`config.mk`:
```
export PLATFORM = sky130hd
export DESIGN_NAME = regbank_port_arbiter
export DESIGN_NICKNAME = d
export VERILOG_FILES = /design/src/rtl/regbank_port_arbiter.sv
export SDC_FILE = /design/constraint.sdc
export NUM_CORES = 1
export LEC_CHECK = 0
export ABC_AREA = 1
export BUFFER_PORTS_ARGS = -buffer_cell sky130_fd_sc_hd__buf_2
export CORE_ASPECT_RATIO = 1.4
export CORE_MARGIN = 2
export CORE_UTILIZATION = 48
export CTS_CLUSTER_DIAMETER = 60
export DETAILED_ROUTE_END_ITERATION = 8
export PLACE_DENSITY_LB_ADDON = 0.1
export SYNTH_ARGS = -nofsm -noshare
export SYNTH_HDL_FRONTEND = slang
export SYNTH_SLANG_ARGS = --single-unit
```
`constraint.sdc`:
```
create_clock -name clk -period 2.5 [get_ports clk]
set_input_delay 0.5 -clock clk [delete_from_list [all_inputs] [get_ports clk]]
set_output_delay 0.5 -clock clk [all_outputs]
set_load 0.1 [all_outputs]
```
`src/rtl/regbank_port_arbiter.sv`:
```
// Round-robin arbiter sharing the register bank's single write and read ports among requesters.
// Define REGBANK_ARB_RO_PROTECT_EN to block writes to RO_ADDR and flag them on err.
module regbank_port_arbiter #(
  parameter int unsigned DATA_WIDTH = 8,
  parameter int unsigned ADDR_WIDTH = 3,
  parameter int unsigned NUM_REQ    = 4,
  parameter int unsigned RO_ADDR    = 6
) (
  input  logic                             clk,
  input  logic                             rst,
  input  logic [NUM_REQ-1:0]               req,
  input  logic [NUM_REQ-1:0]               req_we,
  input  logic [NUM_REQ*ADDR_WIDTH-1:0]    req_addr,
  input  logic [NUM_REQ*DATA_WIDTH-1:0]    req_wdata,
  output logic [NUM_REQ-1:0]               gnt,
  output logic                             err,
  output logic [DATA_WIDTH-1:0]            rdata,
  output logic                             rvalid,
  output logic [$clog2(NUM_REQ)-1:0]       rid,
  output logic                             rb_w_en,
  output logic [ADDR_WIDTH-1:0]            rb_w_addr,
  output logic [DATA_WIDTH-1:0]            rb_w_data,
  output logic [ADDR_WIDTH-1:0]            rb_r_addr,
  input  logic [DATA_WIDTH-1:0]            rb_busB
);

  localparam int unsigned IdW = $clog2(NUM_REQ);

  logic [ADDR_WIDTH-1:0] addr_arr [NUM_REQ];
  logic [DATA_WIDTH-1:0] data_arr [NUM_REQ];
  logic [NUM_REQ-1:0]    eligible;
  logic [IdW-1:0]        last_winner;
  logic [IdW-1:0]        win_idx;
  logic [IdW-1:0]        cand;
  logic [IdW-1:0]        rd_id;
  logic                  rd_pend;
  logic                  found;
  logic                  win_we;
  logic [ADDR_WIDTH-1:0] win_addr;
  logic [DATA_WIDTH-1:0] win_data;
  logic                  ro_hit;
  logic                  ro_block;

  always_comb begin
    for (int i = 0; i < NUM_REQ; i++) begin
      addr_arr[i] = req_addr[i*ADDR_WIDTH +: ADDR_WIDTH];
      data_arr[i] = req_wdata[i*DATA_WIDTH +: DATA_WIDTH];
    end
  end

  // A requester granted this cycle is masked so a held req is not granted twice.
  assign eligible = req & ~gnt;

  always_comb begin
    found   = 1'b0;
    win_idx = last_winner;
    cand    = '0;
    for (int unsigned k = 1; k <= NUM_REQ; k++) begin
      cand = IdW'((32'(last_winner) + k) % NUM_REQ);
      if (!found && eligible[cand]) begin
        found   = 1'b1;
        win_idx = cand;
      end
    end
  end

  assign win_we   = req_we[win_idx];
  assign win_addr = addr_arr[win_idx];
  assign win_data = data_arr[win_idx];
  assign ro_hit   = win_we && (win_addr == ADDR_WIDTH'(RO_ADDR));

`ifdef REGBANK_ARB_RO_PROTECT_EN
  assign ro_block = ro_hit;
`else
  assign ro_block = ro_hit & 1'b0;
`endif

  always_ff @(posedge clk or posedge rst) begin
    if (rst) begin
      gnt         <= '0;
      err         <= 1'b0;
      rdata       <= '0;
      rvalid      <= 1'b0;
      rid         <= '0;
      rb_w_en     <= 1'b0;
      rb_w_addr   <= '0;
      rb_w_data   <= '0;
      rb_r_addr   <= '0;
      rd_pend     <= 1'b0;
      rd_id       <= '0;
      last_winner <= IdW'(NUM_REQ - 1);
    end else begin
      gnt     <= '0;
      err     <= 1'b0;
      rb_w_en <= 1'b0;
      rvalid  <= rd_pend;
      rd_pend <= 1'b0;
      if (rd_pend) begin
        rdata <= rb_busB;
        rid   <= rd_id;
      end
      if (found) begin
        gnt         <= NUM_REQ'(1) << win_idx;
        last_winner <= win_idx;
        if (win_we) begin
          rb_w_en   <= !ro_block;
          rb_w_addr <= win_addr;
          rb_w_data <= win_data;
          err       <= ro_block;
        end else begin
          rb_r_addr <= win_addr;
          rd_pend   <= 1'b1;
          rd_id     <= win_idx;
        end
      end
    end
  end

endmodule

```
==> metrics.yaml, run 1 <==
placement:
  dp.cells: 457
  place_congestion: 0.887
  post-dp-hpwl_microns: 4270
  portBuffers: 91
timing:
  skew_ns: 0.00522
  finalCritPeriodShare_pct: 89.0
  slew_violations: 0
  tns_ns: 0
  hold_violations: 0
  rsz0062_at_grt: "false"
  min_period_ns: 2.23
  max_freq_ghz: 0.449
  setup_viol: 0
detailed_routing:
  ant_nets: 0
  dr.pass1.iters: 5
  drc: 0
  num_vias: 2316
  vias_per_cell: 4.94
  drt_iter0_markers: 105
  wl_per_cell_microns: 11.8
  drt-total-wl_microns: 5560
setup_path:
  cp_slowest_stage_delay_ns: 0.58
  reg2reg_slack_ns: 0.27
  cp-start-kind: "flop"
  critPathMaxFanout: 17
  crit_required_ns: 2.67
  path_class: "reg2reg"
  end_kind: "flop"
  path_cells: "buf_4 > nand2_1 > nand2_2 > nand3_2 > nand2_4 > nand3_1 > nand2_1 > nand2_1 > nand2_4 > inv_4 > nand2_1 > nand3_4 > nand2_1 > nand2_1"
  cp_slowest_cell: "dfstp_2"
  path_common_cell: "nand2_1"
  critPathArrivalTime_ns: 2.40
synthesis:
  ys.flop_type: "dfrtp_1"
  ys_seq_elements: 35
  syn_area_sq_um: 2250
  synth.distinct_cells: 21
  syn_area_per_cell_sq_um: 7.15
  yosys_warnings: 0
  async_flop_share_pct: 100
  yosysSeqAreaShare_pct: 39.0
  synth_nets: 377
  syn-instance-count: 315
  synth_edf_count: 0
final_layout:
  syn_to_final_growth_pct: 28.0
  num-nets-final: 468
  instances_no_fill: 469
  n_antenna_cell: 0
  layout-drive-gt1-share_pct: 34.2
  final_cell_mix: "nand3_1, nand2_1, buf_2"
  num-fill-cells: 438
  layout_commonest_cell: "nand3_1"
global_route:
  grt_pass1_vias: 2148
  grt_max_degree: 36
  grt-ovfl-total: 0
  grt_pass1_wl_microns: 8610
  grtUsageTotal_pct: 21.6
  antenna_found_initial: 0
clock_tree:
  cts_buffer_depth: 2
  cts.sinks: 35
  postCtsHoldBufs: 0
  cts-root-buf: "clkbuf_8"
  clk_pin_slew_worst_paths_ns: 0.07
  h-tree-depth: 2
  clock_latency_ns: 0.28
  cts_tree: "yes"
  cts_made_buffers: 5
die:
  die_area_sq_um: 5260
  ios: 93
  rows: 29
  start_util_pct: 49.6
  core_sq_um: 4540
  die_w_microns: 61.9
  die_h_microns: 85.0
min_path:
  hold_path_class: "in2async"
outcome:
  status: "finished, final reports clean"
run:
  maxCapViolations: 0
==> sequential cells by signal (all words and copies together), names as in the netlist <==
signal	flops
rb_w_data	8
rdata	8
gnt	4
rb_r_addr	3
rb_w_addr	3
last_winner	2
rd_id	2
rid	2
rb_w_en	1
rd_pend	1
rvalid	1
==> path summary, 6_finish.rpt <==
kind | startpoint | to | cells after the start
worst max-delay path | last_winner[0] | rb_w_data[3] | 14
worst min-delay path | rst | rdata[2] | 3
worst max register to register | last_winner[0] | rb_w_data[3] | 14
worst min register to register | rd_id[0] | rd_id[0] | 2
max in group asynchronous | rst | last_winner[1] | 3
min in group clk | rb_busB[7] | rdata[7] | 2
==> through the flow <==
| stage | setup slack (ns) | utilization [%] | hold slack [ns] | cell area, sq um |
|---|---|---|---|---|
| floorplan | 0.118 | - | 0.352 | 2250 |
| global placement | 0.189 | 60.0 | 0.454 | 2720 |
| detailed placement | 0.156 | 60.0 | 0.459 | 2720 |
| CTS | 0.130 | 62.5 | 0.300 | 2830 |
| global route | 0.0315 | 63.5 | 0.334 | 2880 |
| finish | 0.274 | 63.5 | 0.288 | 2880 |
==> Yosys cell counts (2+ instances only) <==
library cell	count	area share, %
buf_6	2	1.0
nand2_1	98	16
dfrtp_1	33	37
inv_1	34	5.7
mux2_2	10	5.0
inv_2	2	0.33
nor2_1	4	0.67
dfstp_2	2	2.3
buf_4	5	1.7
nand3_1	97	22
nand2_4	2	1.0
buf_2	9	2.0
nand2_2	5	1.4
nand3_2	5	2.2
==> critical path, delay by kind of cell (launching register included) <==
family                 cells  cell delay (ns)
buffers and inverters      2             0.25
and+or+nand+nor           12             1.28
DFF                        1             0.58
==> metal layers <==
layer  track usage, %  up-vias  wire length (microns)  part of all wire [%]
li1                 -     1197                      -                     -
met1             23.6     1017                   2210                    40
met2             38.1       86                   2910                    52
met3             3.96       16                    254                   4.6
met4             10.3        0                    181                   3.3
met5                0        -                      0                     0
==> cells by family (layout without fill, tap and decap cells) <==
| kind of cell | Yosys count | in the layout | synth area share [%] |
|---|---|---|---|
| compound gates | 1 | 1 | 0.334 |
| buf+inv | 54 | 146 | 11.1 |
| flops | 35 | 35 | 39.0 |
| mux | 10 | 10 | 5.00 |
| other cells | 1 | 1 | 0.167 |
| simple gates | 214 | 214 | 44.4 |
==> area by class of cell <==
cell class                      count  area (sq um)  share of cell area (%)
Clock buffer                        5          68.8                    2.39
Clock inverter                      3          43.8                    1.52
Inverter                           37           141                    4.91
Multi-Input combinational cell    226          1140                    39.6
Sequential cell                    35           878                    30.5
Tap cell                           62          77.6                    2.69
Timing Repair Buffer              101           531                    18.4
==> timing repair <==
item	CTS	global route
endpoints found under the setup margin	0	12
gates resized for setup	0	4
hold endpoints to repair	0	0
setup buffers	0	4
Power of run 1 is left out: the tool's default activity adds up to more than one toggle a clock period on the data nets, which glitch-free logic cannot reach.
==> inputs of run 2 (changes only) <==
--- a/config.mk
+++ b/config.mk
@@ -5,11 +5,10 @@
 export SDC_FILE = /design/constraint.sdc
 export NUM_CORES = 1
 export LEC_CHECK = 0
-export ABC_AREA = 1
 export BUFFER_PORTS_ARGS = -buffer_cell sky130_fd_sc_hd__buf_2
 export CORE_ASPECT_RATIO = 1.4
 export CORE_MARGIN = 2
-export CORE_UTILIZATION = 48
+export CORE_UTILIZATION = 45
 export CTS_CLUSTER_DIAMETER = 60
 export DETAILED_ROUTE_END_ITERATION = 8
 export PLACE_DENSITY_LB_ADDON = 0.1
==> run 2 against run 1 <==
Net effect: maximum frequency fell by 3.6%; clock skew decreased by 0.0014 ns; routed wire length decreased by 30%; final area is 15% lower; die area shrank 13%; global-route usage down 3.4 points; highest routed layer unchanged; worst setup slack worse by 0.083 ns; worst hold slack better by 0.029 ns; sequential share of layout area is 5.6 points higher; core utilization shrank 1.1 points; synthesized area decreased by 19%.
==> metrics.yaml, run 2 <==
outcome:
  status: "finished, final reports clean"  # unchanged
timing:
  slew_headroom_pct: 54.3
  setup_slack_ns: 0.190  # was 0.274 ns
  setup_viol: 0  # unchanged
  slew_violations: 0  # unchanged
  tns_ns: 0  # unchanged
  finalCritPeriodShare_pct: 92.4  # was 89.0%
  hold_violations: 0  # unchanged
  rsz0062_at_grt: "false"  # unchanged
  skew_ns: 0.00380  # was 0.00522 ns
  min_period_ns: 2.31  # was 2.23 ns
  max_freq_ghz: 0.433  # was 0.449 GHz
  tightest_slew_ns: 0.684
placement:
  portBuffers: 91  # unchanged
  dp_slack_ns: 0.0939  # was 0.156 ns
  place_congestion: 0.791  # was 0.887
  dp.cells: 270  # was 457
  post-dp-hpwl_microns: 3160  # was 4270 microns
synthesis:
  synth_edf_count: 0  # unchanged
  ys_seq_elements: 35  # unchanged
  synthTopCellsByArea: "dfrtp_1, mux2i_1, mux2_2, mux2_4, dfstp_2"  # was dfrtp_1, nand3_1, nand2_1, inv_1, mux2_2
  synth_top_area_share_pct: 45.3  # was 36.7%
  yosysMostFrequentCell: "mux2i_1"  # was nand2_1
  yosysSeqAreaShare_pct: 48.1  # was 39.0%
  synth_nets: 199  # was 377
  async_flop_share_pct: 100  # unchanged
  syn-instance-count: 137  # was 315
  yosys_warnings: 0  # unchanged
  syn_area_per_cell_sq_um: 13.3  # was 7.15 sq um
  yosys.area.top_type: "dfrtp_1"  # unchanged
  yosys-top-cells-count: "mux2i_1, dfrtp_1, mux2_2, inv_1, mux2_4"  # was nand2_1, nand3_1, inv_1, dfrtp_1, mux2_2
  ys.flop_type: "dfrtp_1"  # unchanged
  syn_area_sq_um: 1820  # was 2250 sq um
  synth.distinct_cells: 30  # was 21
final_layout:
  largestRegisters: "rb_w_data (8), rdata (8), gnt (4)"  # unchanged
  syn_to_final_growth_pct: 34.1  # was 28.0%
  layout_commonest_cell: "buf_2"  # was nand3_1
  layout-drive-gt1-share_pct: 57.3  # was 34.2%
  num-nets-final: 296  # was 468
  final_cell_mix: "buf_2, mux2i_1, dfrtp_1"  # was nand3_1, nand2_1, buf_2
  instances_no_fill: 277  # was 469
  fin_util_pct: 62.4  # was 63.5%
  n_antenna_cell: 0  # unchanged
die:
  core_sq_um: 3920  # was 4540 sq um
  start_util_pct: 46.6  # was 49.6%
  die_h_microns: 79.3  # was 85.0 microns
  rows: 27  # was 29
  ios: 93  # unchanged
  die_area_sq_um: 4590  # was 5260 sq um
  die_w_microns: 57.8  # was 61.9 microns
clock_tree:
  cts_tree: "yes"  # unchanged
  postCtsHoldBufs: 0  # unchanged
  clock_latency_ns: 0.28  # about the same
  h-tree-depth: 2  # unchanged
  cts_resized: 0  # unchanged
  cts_buffer_depth: 2  # unchanged
  cts_made_buffers: 5  # unchanged
  cts.sinks: 35  # unchanged
  cts-root-buf: "clkbuf_8"  # unchanged
  postCtsSetupRepairBufs: 0  # unchanged
  clk_pin_slew_worst_paths_ns: 0.07  # about the same
detailed_routing:
  drc: 0  # unchanged
  vias_per_cell: 5.10  # was 4.94
  drt-total-wl_microns: 3870  # was 5560 microns
  drt_iter0_markers: 30  # was 105
  dr.pass1.iters: 4  # was 5
  ant_nets: 0  # unchanged
  num_vias: 1413  # was 2,316
  wl_per_cell_microns: 14.0  # was 11.8 microns
global_route:
  grt_pass1_wl_microns: 6420  # was 8610 microns
  grt_pass1_vias: 1486  # was 2,148
  grtUsageTotal_pct: 18.1  # was 21.6%
  grt-ovfl-total: 0  # unchanged
  antenna_found_initial: 0  # unchanged
  grt_max_degree: 23  # was 36
setup_path:
  cp_slowest_stage_delay_ns: 0.60  # was 0.58 ns
  crit_required_ns: 2.66  # was 2.67 ns
  critPathArrivalTime_ns: 2.47  # was 2.40 ns
  end_kind: "flop"  # unchanged
  path_cells: "nor2b_1 > o31ai_1 > a21o_1 > mux2i_2 > o22ai_2 > buf_4 > mux2_4"  # was buf_4 > nand2_1 > nand2_2 > nand3_2 > nand2_4 > nand3_1 > nand2_1 > nand2_1 > nand2_4 > inv_4 > nand2_1 > nand3_4 > nand2_1 > nand2_1
  cp-start-kind: "flop"  # unchanged
  cp_slowest_cell: "dfstp_2"  # unchanged
  critPathMaxFanout: 12  # was 17
  cp_num_buf_inv: 1  # was 2
  path_class: "reg2reg"  # unchanged
  crit_family: "compound AO/OA/AOI/OAI gates"  # was simple AND/OR/NAND/NOR gates
run:
  maxCapViolations: 0  # unchanged
min_path:
  hold_path_class: "in2async"  # unchanged
==> run 2: cell count changes after synthesis, moves of 7 or more <==
cell,previous run,this run
buf_2,9,2
inv_1,34,9
mux2_4,0,7
mux2i_1,0,37
nand2_1,98,1
nand3_1,97,0
==> run 2: path summary, 6_finish.rpt <==
check / cells after the start / slack (ns) / end / start
worst min register to register: 1 / 0.50 / rd_id[1] / rd_id[1]
max in group asynchronous: 3 / 1.51 / rb_w_data[5] / rst
worst max register to register: 7 / 0.19 / rb_w_data[0] / last_winner[1]
min in group clk: 2 / 0.46 / rdata[3] / rb_busB[3]
worst max-delay path: 7 / 0.19 / rb_w_data[0] / last_winner[1]
worst min-delay path: 2 / 0.32 / rvalid / rst
==> run 2: metal layers <==
metal	wire, microns	vias up	track usage (%)
met1	1380	668	18.9
met2	2160	62	34.2
li1	-	675	-
met3	264	8	4.72
met4	69	0	6.05
met5	0	-	0
==> run 2: worst reg2reg max path, cell delays in order (launching register included) <==
cell and delay [ns]:
dfstp_2 0.60, nor2b_1 0.08, o31ai_1 0.28, a21o_1 0.25, mux2i_2 0.34, o22ai_2 0.13
buf_4 0.21, mux2_4 0.31
==> run 2: stage by stage <==
step | hold slack [ns] | cell area, sq um
2_1_floorplan | 0.352 | 1830
3_3_place_gp | 0.484 | 2340
3_5_place_dp | 0.480 | 2340
4_1_cts | 0.334 | 2450
5_1_grt | 0.398 | 2450
6_report | 0.318 | 2450
==> run 2: kinds of logic after synthesis <==
| group | count (synthesis) | share of synthesized area (%) |
|---|---|---|
| AOI/OAI and AO/OA | 8 | 4.12 |
| buffers and inverters | 16 | 4.66 |
| DFF | 35 | 48.1 |
| muxes | 61 | 37.3 |
| other | 1 | 0.206 |
| and+or+nand+nor | 16 | 5.56 |
==> run 2: final cells by class <==
| cell class | count | area [sq um] |
|---|---|---|
| Clock buffer | 6 | 72.6 |
| Clock inverter | 1 | 30.0 |
| Fill cell | 314 | 1470 |
| Inverter | 9 | 33.8 |
| Multi-Input combinational cell | 86 | 861 |
| Sequential cell | 35 | 882 |
| Tap cell | 43 | 53.8 |
| Timing Repair Buffer | 97 | 513 |
Power of run 2 is left out for the same reason.
==> inputs of run 3 (changes only) <==
--- a/config.mk
+++ b/config.mk
@@ -6,7 +6,6 @@
 export NUM_CORES = 1
 export LEC_CHECK = 0
 export BUFFER_PORTS_ARGS = -buffer_cell sky130_fd_sc_hd__buf_2
-export CORE_ASPECT_RATIO = 1.4
 export CORE_MARGIN = 2
 export CORE_UTILIZATION = 45
 export CTS_CLUSTER_DIAMETER = 60
==> run 3 against run 2 <==
Net effect: maximum frequency up 3.2%; first-iteration DRC count grew 120%; final cell count is 2.5% higher; final area is 0.26% lower; worst hold slack got worse by 0.019 ns; core utilization decreased by 0.54 points; sequential cell count did not move; via count down 0.78%; clock-buffer cell count did not move; routed wire length up 3.5%; non-clock buffer count unchanged; sequential share of layout area up 0.093 points; critical endpoint is now rb_w_data[3].
==> metrics.yaml, run 3 (synthesis gave the netlist of run 2 again) <==
timing:
  hold_violations: 0  # unchanged
  finalCritPeriodShare_pct: 89.5  # was 92.4%
  tns_ns: 0  # unchanged
  setup_viol: 0  # unchanged
  max_freq_ghz: 0.447  # was 0.433 GHz
  rsz0062_at_grt: "false"  # unchanged
  min_period_ns: 2.24  # was 2.31 ns
  slew_violations: 0  # unchanged
  skew_ns: 0.00361  # was 0.00380 ns
global_route:
  grtUsageTotal_pct: 19.0  # was 18.1%
  grt_max_degree: 36  # was 23
  grt-ovfl-total: 0  # unchanged
  gr-usage-met3_pct: 4.67  # was 4.72%
  grt_pass1_vias: 1431  # was 1,486
  antenna_found_initial: 0  # unchanged
  grt_pass1_wl_microns: 6320  # was 6420 microns
  top_usage_layer: "met2"  # unchanged
  grtUsageMet2_pct: 33.2  # was 34.2%
  use_met1_pct: 20.8  # was 18.9%
clock_tree:
  cts-root-buf: "clkbuf_8"  # unchanged
  cts_made_buffers: 5  # unchanged
  postCtsHoldBufs: 0  # unchanged
  clock_latency_ns: 0.29  # was 0.28 ns
  h-tree-depth: 2  # unchanged
  cts.sinks: 35  # unchanged
  cts_buffer_depth: 2  # unchanged
  postCtsSetupRepairBufs: 0  # unchanged
  cts_resized: 0  # unchanged
  clk_pin_slew_worst_paths_ns: 0.07  # about the same
  cts_tree: "yes"  # unchanged
die:
  die_area_sq_um: 4580  # was 4590 sq um
  die_h_microns: 67.7  # was 79.3 microns
  start_util_pct: 46.3  # was 46.6%
  core_sq_um: 3940  # was 3920 sq um
  ios: 93  # unchanged
  rows: 23  # was 27
  die_w_microns: 67.7  # was 57.8 microns
setup_path:
  cp_slowest_cell: "dfstp_2"  # unchanged
  r2r_start: "last_winner[1]"  # unchanged
  critPathMaxFanout: 12  # unchanged
  critPathLaunch: "last_winner[1]"  # unchanged
  cp_num_buf_inv: 1  # unchanged
  cp_slowest_stage_delay_ns: 0.60  # about the same
  reg2reg_slack_ns: 0.26  # was 0.19 ns
  crit_required_ns: 2.67  # was 2.66 ns
  cp-endpoint: "rb_w_data[3]"  # was rb_w_data[0]
  path_class: "reg2reg"  # unchanged
  cp-start-kind: "flop"  # unchanged
  r2r-end: "rb_w_data[3]"  # was rb_w_data[0]
  path_depth: 7  # unchanged
  crit_family: "multiplexers"  # was compound AO/OA/AOI/OAI gates
  end_kind: "flop"  # unchanged
  critPathArrivalTime_ns: 2.41  # was 2.47 ns
  r2r_cells: 7  # unchanged
  path_cells: "nor2b_1 > o31ai_1 > a21o_1 > mux2i_2 > o22ai_2 > buf_12 > mux2_4"  # was nor2b_1 > o31ai_1 > a21o_1 > mux2i_2 > o22ai_2 > buf_4 > mux2_4
detailed_routing:
  dr.pass1.iters: 4  # unchanged
  wl_per_cell_microns: 14.1  # was 14.0 microns
  drc: 0  # unchanged
  vias_per_cell: 4.94  # was 5.10
  drt-total-wl_microns: 4010  # was 3870 microns
  num_vias: 1402  # was 1,413
  drt_iter0_markers: 65  # was 30
  ant_nets: 0  # unchanged
placement:
  post-dp-hpwl_microns: 3140  # was 3160 microns
  portBuffers: 91  # unchanged
  place_congestion: 0.806  # was 0.791
final_layout:
  final_cell_mix: "buf_2, mux2i_1, dfrtp_1"  # unchanged
  largestRegisters: "rb_w_data (8), rdata (8), gnt (4)"  # unchanged
  fin_util_pct: 61.9  # was 62.4%
  num-nets-final: 296  # unchanged
  n_antenna_cell: 0  # unchanged
  layout_commonest_cell: "buf_2"  # unchanged
  syn_to_final_growth_pct: 33.7  # was 34.1%
  layout-drive-gt1-share_pct: 57.7  # was 57.3%
min_path:
  hold_path_class: "in2async"  # unchanged
outcome:
  status: "finished, final reports clean"  # unchanged
run:
  maxCapViolations: 0  # unchanged
## run 3: changes by cell type in the layout (fill, tap and decap cells not counted)
cell / previous run / this run
clkbuf_8: 5 / 6
clkbuf_1: 1 / 0
clkinv_2: 0 / 1
bufinv_16: 1 / 0
## run 3: cell type report
type | instances | area [sq um]
fillers | 319 | 1500
well taps | 50 | 62.6
clock buffers | 6 | 82.6
clock inverters | 1 | 5.00
multi-input cells | 86 | 861
inverters | 9 | 33.8
flip-flops and latches | 35 | 882
repair buffers | 97 | 513
## run 3: per-stage QoR
stage               area, sq um  setup slack, ns  hold WS [ns]  std cells
finish                     2440            0.263         0.299        284
floorplan                  1830           0.0523         0.352        137
CTS                        2440            0.257         0.316        284
global route               2440            0.123         0.361        284
detailed placement         2350            0.136         0.478        277
global placement           2350            0.239         0.484        277
## run 3: metal layers
| layer | up-vias | wire length (microns) |
|---|---|---|
| met3 | 10 | 215 |
| met4 | 0 | 99 |
| met2 | 44 | 2170 |
| li1 | 669 | - |
| met1 | 679 | 1520 |
| met5 | - | 0 |
## run 3: how the worst min path moves through the flow
stage                     cells after the start  startpoint        to
after CTS                                     3         rst  rdata[2]
after global routing                          3         rst  rdata[6]
after floorplan                               0     rd_pend    rvalid
final                                         3         rst  rdata[6]
after global placement                        1    rdata[4]  rdata[4]
after detailed placement                      1    rd_id[1]  rd_id[1]
## run 3: tightest hold or removal path, cell delays in order
cell and delay, ns:
buf_2 0.10, inv_1 0.04, buf_4 0.38
Power of run 3 is left out for the same reason.
